<file path="src/rtl/uart_pkg.sv">
// Shared encodings and helpers for the parametrised UART receiver.
package uart_pkg;

    typedef enum logic [2:0] {
        ST_IDLE   = 3'd0,
        ST_START  = 3'd1,
        ST_DATA   = 3'd2,
        ST_PARITY = 3'd3,
        ST_STOP   = 3'd4
    } state_t;

    localparam int PAR_NONE = 0;
    localparam int PAR_EVEN = 1;
    localparam int PAR_ODD  = 2;

    // Ceiling log2 with a floor of one bit so counters are never zero-width.
    function automatic int clog2(input int v);
        int r;
        r = 0;
        while ((1 << r) < v) r++;
        return (r < 1) ? 1 : r;
    endfunction

endpackage

</file>
<file path="src/rtl/uart_bit_sampler.sv">
// Two-flop rx synchroniser plus sample-point bit source.
// UART_RX_MAJORITY_EN selects a 2-of-3 vote over the last three s_tick samples.
module uart_bit_sampler (
    input  logic clk,
    input  logic rst_n,
    input  logic rx_i,
    input  logic s_tick_i,
    output logic rx_s_o,
    output logic smp_o
);

    logic sync1_q;
    logic sync2_q;

    // Flops reset high so an idle line is never mistaken for a start bit.
    always_ff @(posedge clk) begin
        if (!rst_n) begin
            sync1_q <= 1'b1;
            sync2_q <= 1'b1;
        end else begin
            sync1_q <= rx_i;
            sync2_q <= sync1_q;
        end
    end

    assign rx_s_o = sync2_q;

`ifdef UART_RX_MAJORITY_EN
    logic [1:0] hist_q;

    // Ticks are contiguous within a bit, so the two previous captures are s-2 and s-1.
    always_ff @(posedge clk) begin
        if (s_tick_i) hist_q <= {hist_q[0], sync2_q};
    end

    assign smp_o = (hist_q[1] & hist_q[0]) | (hist_q[1] & sync2_q) | (hist_q[0] & sync2_q);
`else
    logic unused_tick;
    assign unused_tick = s_tick_i;
    assign smp_o       = sync2_q;
`endif

endmodule

</file>
<file path="src/rtl/uart_rx_param.sv">
// Oversampled UART receiver with parity, framing error and break lockout.
// Build option UART_RX_MAJORITY_EN enables 3-sample majority voting in the sampler.
module uart_rx_param
    import uart_pkg::*;
#(
    parameter int DBIT    = 8,
    parameter int OVS     = 16,
    parameter int SB_BITS = 1,
    parameter int PARITY  = 0
) (
    input  logic            clk,
    input  logic            rst_n,
    input  logic            rx,
    input  logic            s_tick,
    output logic [DBIT-1:0] dout,
    output logic            rx_done_tick,
    output logic            parity_err,
    output logic            frame_err,
    output logic            busy
);

    localparam int SW = clog2(OVS);
    localparam int NW = clog2(DBIT);
    localparam logic [SW-1:0] S_MID   = SW'(OVS / 2 - 1);
    localparam logic [SW-1:0] S_LAST  = SW'(OVS - 1);
    localparam logic [SW-1:0] S_ONE   = SW'(1);
    localparam logic [NW-1:0] N_LAST  = NW'(DBIT - 1);
    localparam logic [NW-1:0] SB_LAST = NW'(SB_BITS - 1);
    localparam logic [NW-1:0] N_ONE   = NW'(1);

    logic rx_s;
    logic smp;

    uart_bit_sampler u_smp (
        .clk      (clk),
        .rst_n    (rst_n),
        .rx_i     (rx),
        .s_tick_i (s_tick),
        .rx_s_o   (rx_s),
        .smp_o    (smp)
    );

    state_t          state_q, state_d;
    logic [SW-1:0]   s_q, s_d;
    logic [NW-1:0]   n_q, n_d;
    logic [DBIT-1:0] b_q, b_d;
    logic [DBIT-1:0] dout_q, dout_d;
    logic            armed_q, armed_d;
    logic            done_q, done_d;
    logic            perr_q, perr_d;
    logic            ferr_q, ferr_d;
    logic            perr_pend_q, perr_pend_d;
    logic            ferr_pend_q, ferr_pend_d;
    logic            ferr_now;
    logic            clear_arm;

    always_ff @(posedge clk) begin
        if (!rst_n) begin
            state_q     <= ST_IDLE;
            s_q         <= '0;
            n_q         <= '0;
            b_q         <= '0;
            dout_q      <= '0;
            armed_q     <= 1'b0;
            done_q      <= 1'b0;
            perr_q      <= 1'b0;
            ferr_q      <= 1'b0;
            perr_pend_q <= 1'b0;
            ferr_pend_q <= 1'b0;
        end else begin
            state_q     <= state_d;
            s_q         <= s_d;
            n_q         <= n_d;
            b_q         <= b_d;
            dout_q      <= dout_d;
            armed_q     <= armed_d;
            done_q      <= done_d;
            perr_q      <= perr_d;
            ferr_q      <= ferr_d;
            perr_pend_q <= perr_pend_d;
            ferr_pend_q <= ferr_pend_d;
        end
    end

    always_comb begin
        state_d     = state_q;
        s_d         = s_q;
        n_d         = n_q;
        b_d         = b_q;
        dout_d      = dout_q;
        done_d      = 1'b0;
        perr_d      = perr_q;
        ferr_d      = ferr_q;
        perr_pend_d = perr_pend_q;
        ferr_pend_d = ferr_pend_q;
        ferr_now    = ferr_pend_q | ~smp;
        clear_arm   = 1'b0;

        unique case (state_q)
            ST_IDLE: begin
                if (armed_q && !rx_s) begin
                    state_d = ST_START;
                    s_d     = '0;
                end
            end
            ST_START: begin
                if (s_tick) begin
                    if (s_q == S_MID) begin
                        s_d = '0;
                        if (!smp) begin
                            state_d     = ST_DATA;
                            n_d         = '0;
                            perr_pend_d = 1'b0;
                            ferr_pend_d = 1'b0;
                        end else begin
                            state_d = ST_IDLE;
                        end
                    end else begin
                        s_d = s_q + S_ONE;
                    end
                end
            end
            ST_DATA: begin
                if (s_tick) begin
                    if (s_q == S_LAST) begin
                        s_d = '0;
                        b_d = {smp, b_q[DBIT-1:1]};
                        if (n_q == N_LAST) begin
                            n_d     = '0;
                            state_d = (PARITY != PAR_NONE) ? ST_PARITY : ST_STOP;
                        end else begin
                            n_d = n_q + N_ONE;
                        end
                    end else begin
                        s_d = s_q + S_ONE;
                    end
                end
            end
            ST_PARITY: begin
                if (s_tick) begin
                    if (s_q == S_LAST) begin
                        perr_pend_d = (^b_q) ^ smp ^ (PARITY == PAR_ODD);
                        state_d     = ST_STOP;
                        s_d         = '0;
                        n_d         = '0;
                    end else begin
                        s_d = s_q + S_ONE;
                    end
                end
            end
            ST_STOP: begin
                if (s_tick) begin
                    if (s_q == S_LAST) begin
                        s_d = '0;
                        if (n_q == SB_LAST) begin
                            state_d   = ST_IDLE;
                            n_d       = '0;
                            dout_d    = b_q;
                            perr_d    = (PARITY != PAR_NONE) && perr_pend_q;
                            ferr_d    = ferr_now;
                            done_d    = 1'b1;
                            clear_arm = ferr_now;
                        end else begin
                            n_d         = n_q + N_ONE;
                            ferr_pend_d = ferr_now;
                        end
                    end else begin
                        s_d = s_q + S_ONE;
                    end
                end
            end
            default: state_d = ST_IDLE;
        endcase

        // A high line always re-arms; a framing error disarms so a held break cannot retrigger.
        armed_d = rx_s | (armed_q & ~clear_arm);
    end

    assign dout         = dout_q;
    assign rx_done_tick = done_q;
    assign parity_err   = perr_q;
    assign frame_err    = ferr_q;
    assign busy         = (state_q != ST_IDLE);

endmodule

</file>
<file path="config.mk">
export PLATFORM = sky130hd
export DESIGN_NAME = uart_rx_param
export DESIGN_NICKNAME = d
export VERILOG_FILES = /design/src/rtl/uart_pkg.sv /design/src/rtl/uart_bit_sampler.sv /design/src/rtl/uart_rx_param.sv
export SDC_FILE = /design/constraint.sdc
export NUM_CORES = 1
export LEC_CHECK = 0
export ABC_AREA = 0
export CAP_MARGIN = 25
export CORE_ASPECT_RATIO = 0.75
export CORE_MARGIN = 3
export CORE_UTILIZATION = 40
export DETAILED_ROUTE_END_ITERATION = 7
export GPL_TIMING_DRIVEN = 0
export HOLD_SLACK_MARGIN = 0.15
export PLACE_DENSITY = 0.67
export SKIP_LAST_GASP = 1
export SLEW_MARGIN = 20
export SYNTH_ARGS = -nofsm -noshare
export SYNTH_HDL_FRONTEND = slang
export SYNTH_HIERARCHICAL = 1
export SYNTH_SLANG_ARGS = --single-unit
export TNS_END_PERCENT = 5
</file>
<file path="constraint.sdc">
create_clock -name clk -period 2.4 [get_ports clk]
set_clock_uncertainty 0.2 [all_clocks]
set_input_delay 0.48 -clock clk [delete_from_list [all_inputs] [get_ports clk]]
set_output_delay 0.48 -clock clk [all_outputs]
set_load 0.005 [all_outputs]
</file>
* Word-level counts from Yosys, hierarchy flattened
Cells that the tools add are included.
Storage, ports and cells: register bits after elaboration 32, latch bits 0, bits in writable memories 0, bits in read-only memories 0, input bits 4, output and inout bits 12, word-level logic and storage cells 98, memories 0
Cells by class: $add $sub $neg 2, multiply operators 0, div/mod/pow operators 0, magnitude comparators 0, eq/ne operators 21, shift-type cells 0, multiplexer cells 43, bitwise logic cells 5, reductions and logical operators 16
Operators with widths (count):
- 2-to-1 mux 3 bit | 22
- inequality test 2 bit, second input constant | 13
- 2-to-1 mux 4 bit | 5
- case mux 3 bit (5 select lines) | 1
- case mux 3 bit (4 select lines) | 1
- case mux 4 bit (3 select lines) | 1
- AND reduction 4 bit | 3
- 2-to-1 mux 1 bit | 11
- AND reduction 11 bit | 1
- AND reduction 10 bit | 1
- AND reduction 7 bit | 1
- == test 3 x 2 -> 1 bit, second input constant | 2
- == test 3 bit, second input constant | 2
- zero test 3 bit | 2
- nonzero test 3 bit | 2
- adder 4 x 1 -> 4 bit, second input constant | 1
- == test 4 x 3 -> 1 bit, second input constant | 1
- == test 4 bit, second input constant | 1
- nonzero test 4 bit | 1
- adder 3 x 1 -> 3 bit, second input constant | 1
- == test 3 x 1 -> 1 bit, second input constant | 1
- AND reduction 3 bit | 1
- OR reduction 3 bit | 1
- 2-to-1 mux 2 bit | 1
- other kinds (8) | 10

* Longest topological paths before layout
Gate-level depths: netlist of the first run.
depth in word-level cells 9, gate-level depth with buffers 7, depth with buffers taken out 7

* Modules after synthesis
Netlist of the first run, hierarchy kept.
By module, submodules not included:
- uart_rx_param | times used 1, cells each 164, area an instance 1482.7 um^2
- uart_bit_sampler | times used 1, cells each 5, area an instance 60.1 um^2

* Worst setup path after synthesis of the first run
OpenSTA, ideal clock, no wires.
path type reg2reg, start reg s_q[0], end reg state_q[0], arrival time 1.593 ns, data required time 2.128 ns, setup slack 0.535 ns, cell stages (with the launch flop) 7, buffers on the path 0, cell sequence dfxtp_1 -> ha_1 -> and2_2 -> a21oi_1 -> o211a_2 -> nor4_4 -> mux2i_1
On the way: word-level cells in the longest chain between the ends 3, elaborated cells between the ends (all ways) 7
Ends and longest elaborated chain:
- from (decl) | RTL line uart_rx_param.sv:44 | logic [SW-1:0] s_q, s_d;
- from (signal assigned) | RTL line uart_rx_param.sv:60 | s_q <= '0;
- from (signal assigned) | RTL line uart_rx_param.sv:72 | s_q <= s_d;
- == test 4 bit / == test 4 x 3 -> 1 bit (equally long branches)
- inequality test 2 bit (no source line)
- AND reduction 11 bit (no source line) (*)
- to (signal assigned) | RTL line uart_rx_param.sv:71 | state_q <= state_d;
- to (decl) | RTL line uart_rx_param.sv:43 | state_t state_q, state_d;
Every way passes the cells marked *; elsewhere a longest branch is shown, timed or not. A chain may end at the register's enable or synchronous reset.

* Worst setup path in the final report of the first run
start reg state_q[0], end out busy
On the way: word-level cells in the longest chain between the ends 1
Ends and longest elaborated chain:
- nonzero test 3 bit | RTL line uart_rx_param.sv:183 | assign busy = (state_q != ST_IDLE);
- to (decl) | RTL line uart_rx_param.sv:19 | output logic busy
Every way passes these cells.

==> results of run 1 <==
report_power, final:
group	total [uW]	internal, uW	leakage [uW]	switching (uW)
logic	172	75.2	0.000434	96.4
clock network	552	366	0.0000645	186
registers	548	541	0.000259	7.29
total	1270	982	0.000757	290
critical path, stage by stage (launching register included):
cell,delay [ns]
dfxtp_1,0.33
buf_6,0.14
nor3_2,0.22
inv_1,0.08
clkdlybuf4s50_1,0.44
worst paths after layout:
check | start | to | slack, ns | cells past startpoint
setup reg to reg | s_q[0]$_SDFFE_PN0P_ | state_q[1]$_SDFFE_PN0P_ | 0.35 | 6
hold / removal | u_smp/sync1_q$_SDFF_PN1_ | u_smp/rx_s_o$_SDFF_PN1_ | 0.21 | 1
setup / recovery | state_q[0]$_SDFFE_PN0P_ | busy | 0.23 | 4
hold reg to reg | u_smp/sync1_q$_SDFF_PN1_ | u_smp/rx_s_o$_SDFF_PN1_ | 0.21 | 1
layer usage:
metal | vias up | GRT usage | wire length, um
li1 | 614 | - | -
met1 | 546 | 0.204 | 1630
met2 | 19 | 0.209 | 1330
met3 | 2 | 0.0482 | 119
met4 | 0 | 0.0431 | 10
met5 | - | 0 | 0
flip-flops by register name (all words and copies together) (netlist names):
signal,cells
dout,8
frame_err,1
u_smp/sync1_q,1
armed_q,1
state_q,3
u_smp/rx_s_o,1
rx_done_tick,1
n_q,3
s_q,4
b_q,8
ferr_pend_q,1
cell type report:
type / instances / area (um2) / area share
plain buffers: 11 / 70.1 / 0.0376
clock buffers: 7 / 96.3 / 0.0517
clock inverters: 1 / 30.0 / 0.0161
inverters: 6 / 22.5 / 0.0121
multi-input cells: 120 / 810 / 0.435
flip-flops and latches: 32 / 641 / 0.344
well taps: 50 / 62.6 / 0.0336
repair buffers: 13 / 130 / 0.0699
through the flow:
stage               worst slack, ns  cell area, um2  power [uW]  utilization  hold slack [ns]
floorplan                     0.535            1540         689            -            0.186
global placement              0.307            1740         726        0.497            0.197
detailed placement            0.306            1740         730        0.497            0.197
CTS                           0.221            1860        1280        0.533            0.213
global route                  0.127            1860        1330        0.533            0.240
finish                        0.231            1860        1270        0.533            0.209
cells in the mapped netlist (3+ instances only):
| cell | count |
|---|---|
| nor2_1 | 27 |
| inv_1 | 6 |
| o21ai_0 | 3 |
| nand2b_1 | 5 |
| dfxtp_1 | 32 |
| mux2i_1 | 24 |
| clkbuf_1 | 4 |
| nor2b_1 | 3 |
| buf_4 | 3 |
| nand3_1 | 3 |
| a21oi_1 | 7 |
| nand2_1 | 14 |
| ha_1 | 4 |
kinds of logic (layout without fill, tap and decap cells):
group	after synthesis	in the layout	synth area share
AO/OA/AOI/OAI	20	20	0.0860
adder cells (fa/ha/maj)	4	4	0.0324
buffers and inverters	17	38	0.0600
flip-flops	32	32	0.415
multiplexers	24	24	0.156
other	1	1	0.00243
AND/OR/NAND/NOR	71	71	0.248
==> impl_metrics.ini, run 1 <==
[status]
status = finished clean

[sta]
fmax_ghz = 0.461
finalHoldViolCount = 0
rsz0062_at_grt = false
setup_viol = 0
fin_crit_ns = 2.17
slew_viol_final = 0
period_share = 0.904
setup_tns_ns = 0

[clock_tree]
cts-root-buf = clkbuf_8
ctsHoldBuffers = 0
htree_levels = 2
numCtsBuffers = 5
cts.clk_slew.worst_paths_ns = 0.06
cts_tree = done
clock_latency_ns = 0.27
clock-sinks = 32
post_cts_buffers = 0
cts.repair.resized = 0
clockBufferDepth = 2

[synthesis]
syn_nets = 177
ys.flop_type = dfxtp_1
synth_cells = 169
yosysTopAreaCell = dfxtp_1
synth_area_per_cell_um2 = 9.13
synth_top_area_share = 0.415
ys.warnings.count = 6
synth_cell_types = 42
ys_top_cells_by_area = dfxtp_1 42%, mux2i_1 16%, nor2_1 6.6%
synth-seq-cells = 32
synth-seq-area-share = 0.415
synth-edff-count = 0
synth_area_mm2 = 0.00154
ys_async_sr_fraction = 0

[global_route]
grt_overflow = 0
grt_util_all_layers = 0.145
grt_pass1_wl_um = 5220
grt_max_degree = 11
grt_pass1_vias = 1111
antenna_found_initial = 0

[critical_path]
worstPathArrival_ns = 1.49
path_max_fanout = 10
setup.worst_path.start_class = flip-flop
critPathKind = flip-flop to primary output
critPathRequiredTime_ns = 1.72
end_kind = primary output

[route]
first_pass_iters = 4
wl_um = 3080
drc = 0
drt_iter0_drc = 50
wl_per_cell_um = 12.8
viasPerCell = 4.92
ant_nets = 0
num_vias = 1181

[placed_design]
dp_cells = 232
io_buffers = 13
dp_hpwl_um = 2320
routabilityCongestion = 0.842

[floorplan]
start_util = 0.442
die_w_um = 77.7
die_h_um = 59.8
io_pins = 16
rows = 18
core-area_mm2 = 0.00349
die_area_mm2 = 0.00465

[layout]
synthToLayoutAreaGrowth_pct = 20.7
final_nets = 197
nFillCells = 330
insertedDiodeCount = 0
stdcell_count = 240
final_common_cell = dfxtp_1
mostFrequentLayoutCells = 32 x dfxtp_1, 27 x nor2_1, 24 x mux2i_1
drive_gt1_frac = 0.126

[worst_hold_path]
min_path_type = flip-flop to flip-flop

[power_and_ir_drop]
power_density_mw_per_mm2 = 683
peakVddDrop_uv = 427
leakagePower_uw = 0.000757

[run]
drv_cap = 0
No activity file was read; power rests on OpenSTA's default activity.
==> run 2: changes to the inputs <==
--- a/config.mk
+++ b/config.mk
@@ -6,6 +6,7 @@
 export NUM_CORES = 1
 export LEC_CHECK = 0
 export ABC_AREA = 0
+export ABC_CLOCK_PERIOD_IN_PS = 2400
 export CAP_MARGIN = 25
 export CORE_ASPECT_RATIO = 0.75
 export CORE_MARGIN = 3
@@ -14,6 +15,8 @@
 export GPL_TIMING_DRIVEN = 0
 export HOLD_SLACK_MARGIN = 0.15
 export PLACE_DENSITY = 0.67
+export RECOVER_POWER = 50
+export SKIP_CTS_REPAIR_TIMING = 1
 export SKIP_LAST_GASP = 1
 export SLEW_MARGIN = 20
 export SYNTH_ARGS = -nofsm -noshare
==> run 2 against run 1 <==
Against the previous run:
- combinational power hardly changed
- die area stayed put
- count of clock-buffer cells in the layout stayed put
- first-iteration DRC count stayed put
- via count is 0.42% higher
- total power hardly changed
- critical path depth stayed put
- final cell count stayed put
- cell area stayed put
- non-clock buffer count stayed put
- worst setup slack better by 0.0011 ns
==> impl_metrics.ini, run 2 (synthesis gave the netlist of run 1 again) <==
[clock_tree]
cts_tree = done
clock-sinks = 32
clock_latency_ns = 0.28
cts.clk_slew.worst_paths_ns = 0.06
numCtsBuffers = 5
htree_levels = 2
cts-root-buf = clkbuf_8
clockBufferDepth = 2

[sta]
setup_tns_ns = 0
setup_viol = 0
max_slew_margin = 0.666
fin_crit_ns = 2.17
period_share = 0.903
slew_viol_final = 0
rsz0062_at_grt = false
finalHoldViolCount = 0
worst_slack_ns = 0.232
tightest_slew_ns = 0.500
fmax_ghz = 0.461
holdWs_ns = 0.209

[placed_design]
routabilityCongestion = 0.842
dp_hpwl_um = 2320
io_buffers = 13
post-place-ws_ns = 0.306

[global_route]
grt_util_all_layers = 0.145
antenna_found_initial = 0
grt_pass1_wl_um = 5220
grt_max_degree = 11
grt_overflow = 0
grt_pass1_vias = 1111

[critical_path]
slowest_stage = clkdlybuf4s50_1
r2r-end = state_q[1]$_SDFFE_PN0P_
critPathRequiredTime_ns = 1.72
worstPathArrival_ns = 1.49
cp_cell_sequence = buf_6 > nor3_2 > inv_1 > clkdlybuf4s50_1
r2r_cells = 6
r2r-start = s_q[0]$_SDFFE_PN0P_
path_max_fanout = 10
critical-path-max-stage-delay_ns = 0.44
end_kind = primary output
critPathKind = flip-flop to primary output
setup.worst_path.start_class = flip-flop
ff2ff_setup_slack_ns = 0.35

[floorplan]
core-area_mm2 = 0.00349
start_util = 0.442
io_pins = 16
die_w_um = 77.7
die_area_mm2 = 0.00465
die_h_um = 59.8
rows = 18

[route]
first_pass_iters = 4
viasPerCell = 4.94
ant_nets = 0
wl_um = 3070
wl_per_cell_um = 12.8
drc = 0
drt_iter0_drc = 50
num_vias = 1186

[worst_hold_path]
min_to = u_smp/rx_s_o$_SDFF_PN1_
min_path_type = flip-flop to flip-flop
holdPathStages = 1
min_from = u_smp/sync1_q$_SDFF_PN1_

[status]
status = finished clean

[layout]
mostFrequentLayoutCells = 32 x dfxtp_1, 27 x nor2_1, 24 x mux2i_1
insertedDiodeCount = 0
drive_gt1_frac = 0.126
synthToLayoutAreaGrowth_pct = 20.7
final_common_cell = dfxtp_1
final_nets = 197
register_area_um2 = 641
multi_input_area_um2 = 810
nFillCells = 330

[power_and_ir_drop]
leakagePower_uw = 0.000793
peakVddDrop_uv = 427
power.total_uw = 1270
power_density_mw_per_mm2 = 683

[run]
drv_cap = 0
==> run 2: changes by cell type in the layout (fill, tap and decap cells not counted), sizes merged <==
cell,previous run,this run
dlygate4sd3,0,11
clkdlybuf4s50,13,2
==> run 2: stage by stage <==
stage | cell area [um2] | std cells | util
2_1_floorplan | 1540 | 169 | -
3_3_place_gp | 1740 | 232 | 0.497
3_5_place_dp | 1740 | 232 | 0.497
4_1_cts | 1860 | 240 | 0.533
5_1_grt | 1860 | 240 | 0.533
6_report | 1860 | 240 | 0.533
==> run 2: routing by layer <==
layer | track usage | wire length, um
met1 | 0.204 | 1610
met2 | 0.209 | 1320
met3 | 0.0482 | 132
met4 | 0.0431 | 10
met5 | 0 | 0
==> run 2: worst max-delay path by stage <==
stage                                  from                      end  depth (start not counted)
finish              state_q[0]$_SDFFE_PN0P_                     busy                          4
global route        state_q[0]$_SDFFE_PN0P_                     busy                          4
CTS                 state_q[0]$_SDFFE_PN0P_                     busy                          4
detailed placement                    rst_n  state_q[1]$_SDFFE_PN0P_                          4
global placement                      rst_n  state_q[1]$_SDFFE_PN0P_                          4
floorplan               s_q[0]$_SDFFE_PN0P_  state_q[0]$_SDFFE_PN0P_                          6
==> run 2: critical path, delay by kind of cell, from the launching register on <==
kind | cells | cell delay (ns)
buffers and inverters | 3 | 0.66
AND/OR/NAND/NOR | 1 | 0.22
flip-flops | 1 | 0.33
==> run 2: power breakdown <==
| part | switching [uW] | internal (uW) |
|---|---|---|
| clock | 186 | 366 |
| sequential | 7.26 | 541 |
| combinational | 96.2 | 74.9 |
| total | 290 | 981 |
==> run 2: layout make-up <==
| class | count | area share |
|---|---|---|
| clock buffers | 7 | 0.0517 |
| repair buffers | 13 | 0.0699 |
| plain buffers | 11 | 0.0376 |
| multi-input cells | 120 | 0.435 |
| inverters | 6 | 0.0121 |
| flip-flops and latches | 32 | 0.344 |
| well taps | 50 | 0.0336 |
| clock inverters | 1 | 0.0161 |
==> run 3: changes to the inputs <==
--- a/config.mk
+++ b/config.mk
@@ -11,10 +11,11 @@
 export CORE_ASPECT_RATIO = 0.75
 export CORE_MARGIN = 3
 export CORE_UTILIZATION = 40
+export CTS_CLUSTER_SIZE = 20
 export DETAILED_ROUTE_END_ITERATION = 7
 export GPL_TIMING_DRIVEN = 0
 export HOLD_SLACK_MARGIN = 0.15
-export PLACE_DENSITY = 0.67
+export PLACE_DENSITY_LB_ADDON = 0.12
 export RECOVER_POWER = 50
 export SKIP_CTS_REPAIR_TIMING = 1
 export SKIP_LAST_GASP = 1
==> run 3 against run 2 <==
Against the previous run:
- maximum frequency shrank 0.72%
- non-clock buffer count did not move
- core utilization decreased by 0.47 points
- sequential power is essentially flat
- first-iteration DRC count rose by 74%
- critical path depth stayed put
- final cell count unchanged
- critical endpoint unchanged
==> impl_metrics.ini, run 3 (synthesis gave the netlist of run 1 again) <==
[global_route]
grt_pass1_vias = 1139
grt_pass1_wl_um = 5210
grt_util_all_layers = 0.145
grt_max_degree = 12
antenna_found_initial = 0
grt_overflow = 0

[clock_tree]
cts_tree = done
clockBufferDepth = 2
cts-root-buf = clkbuf_8
clock_latency_ns = 0.29
numCtsBuffers = 5
htree_levels = 2
cts.clk_slew.worst_paths_ns = 0.07
clock-sinks = 32

[critical_path]
critical-path-max-stage-delay_ns = 0.45
crit_end = busy
critPathKind = flip-flop to primary output
r2r-end = state_q[1]$_SDFFE_PN0P_
cp_cell_sequence = buf_6 > nor3_2 > inv_1 > clkdlybuf4s50_1
worst-path-stages = 4
critPathRequiredTime_ns = 1.72
r2r-start = s_q[0]$_SDFFE_PN0P_
setup.worst_path.start_class = flip-flop
crit_family = buffers and inverters
r2r_cells = 6
critPathBufInv = 3
path_max_fanout = 10
worstPathArrival_ns = 1.50
ff2ff_setup_slack_ns = 0.32
cp-startpoint = state_q[0]$_SDFFE_PN0P_
end_kind = primary output
slowest_stage = clkdlybuf4s50_1

[layout]
final_nets = 197
nFillCells = 334
insertedDiodeCount = 0
post-route-util = 0.529
final_common_cell = dfxtp_1
synthToLayoutAreaGrowth_pct = 19.6
mostFrequentLayoutCells = 32 x dfxtp_1, 27 x nor2_1, 24 x mux2i_1
drive_gt1_frac = 0.121

[sta]
rsz0062_at_grt = false
setup_viol = 0
tightest_slew_ns = 0.520
finalHoldViolCount = 0
slew_viol_final = 0
period_share = 0.910
fin_crit_ns = 2.18
fmax_ghz = 0.458
max_slew_margin = 0.653
setup_tns_ns = 0

[floorplan]
start_util = 0.442
core-area_mm2 = 0.00349
die_w_um = 77.7
die_h_um = 59.8
rows = 18
io_pins = 16
die_area_mm2 = 0.00465

[placed_design]
routabilityCongestion = 0.854
dp_hpwl_um = 2220
io_buffers = 13

[power_and_ir_drop]
peakVddDrop_uv = 421
power_density_mw_per_mm2 = 667
leakagePower_uw = 0.000779

[route]
first_pass_iters = 4
wl_per_cell_um = 12.5
wl_um = 2990
viasPerCell = 4.97
num_vias = 1193
drc = 0
drt_iter0_drc = 87
ant_nets = 0

[status]
status = finished clean

[worst_hold_path]
min_path_type = flip-flop to flip-flop
min_from = u_smp/sync1_q$_SDFF_PN1_

[run]
drv_cap = 0
==> run 3: worst min path at each step <==
stage / to / slack [ns] / depth (start not counted)
after detailed placement: u_smp/rx_s_o$_SDFF_PN1_ / 0.20 / 1
final: u_smp/rx_s_o$_SDFF_PN1_ / 0.21 / 1
after CTS: u_smp/rx_s_o$_SDFF_PN1_ / 0.21 / 1
after floorplan: u_smp/rx_s_o$_SDFF_PN1_ / 0.19 / 1
after global routing: u_smp/rx_s_o$_SDFF_PN1_ / 0.25 / 1
after global placement: u_smp/rx_s_o$_SDFF_PN1_ / 0.20 / 1
==> run 3: report_power, final <==
| part | total, uW | switching [uW] | internal, uW |
|---|---|---|---|
| registers | 548 | 7.98 | 540 |
| logic | 170 | 95.2 | 74.9 |
| clock network | 512 | 205 | 307 |
| total | 1230 | 308 | 922 |
==> run 3: through the flow <==
step | instances | cell area, um2 | total power, uW | hold WS, ns | setup WS [ns]
floorplan | 169 | 1540 | 689 | 0.186 | 0.535
global placement | 232 | 1740 | 726 | 0.195 | 0.302
detailed placement | 232 | 1740 | 731 | 0.196 | 0.293
CTS | 240 | 1850 | 1250 | 0.213 | 0.209
global route | 240 | 1850 | 1290 | 0.246 | 0.157
finish | 240 | 1850 | 1230 | 0.212 | 0.216
==> run 3: layer usage <==
layer,vias up,global-route usage,part of all wire
met5,-,0,0
li1,621,-,-
met4,0,0.0533,0.011
met3,4,0.0422,0.045
met1,548,0.208,0.54
met2,20,0.205,0.41
==> run 3: layout make-up <==
cell class	instances	area, um2	area share
flip-flops and latches	32	641	0.347
clock buffers	5	68.8	0.0373
repair buffers	13	130	0.0705
multi-input cells	120	810	0.439
plain buffers	11	68.8	0.0373
well taps	50	62.6	0.0339
inverters	6	22.5	0.0122
clock inverters	3	42.5	0.0231
==> run 3: worst register-to-register path, cell delays in order, from the launching register on <==
cell and delay (ns):
dfxtp_1 0.39, ha_1 0.20, and2_2 0.21, a21oi_1 0.08, o211a_2 0.30, nor4_4 0.40, mux2i_1 0.22
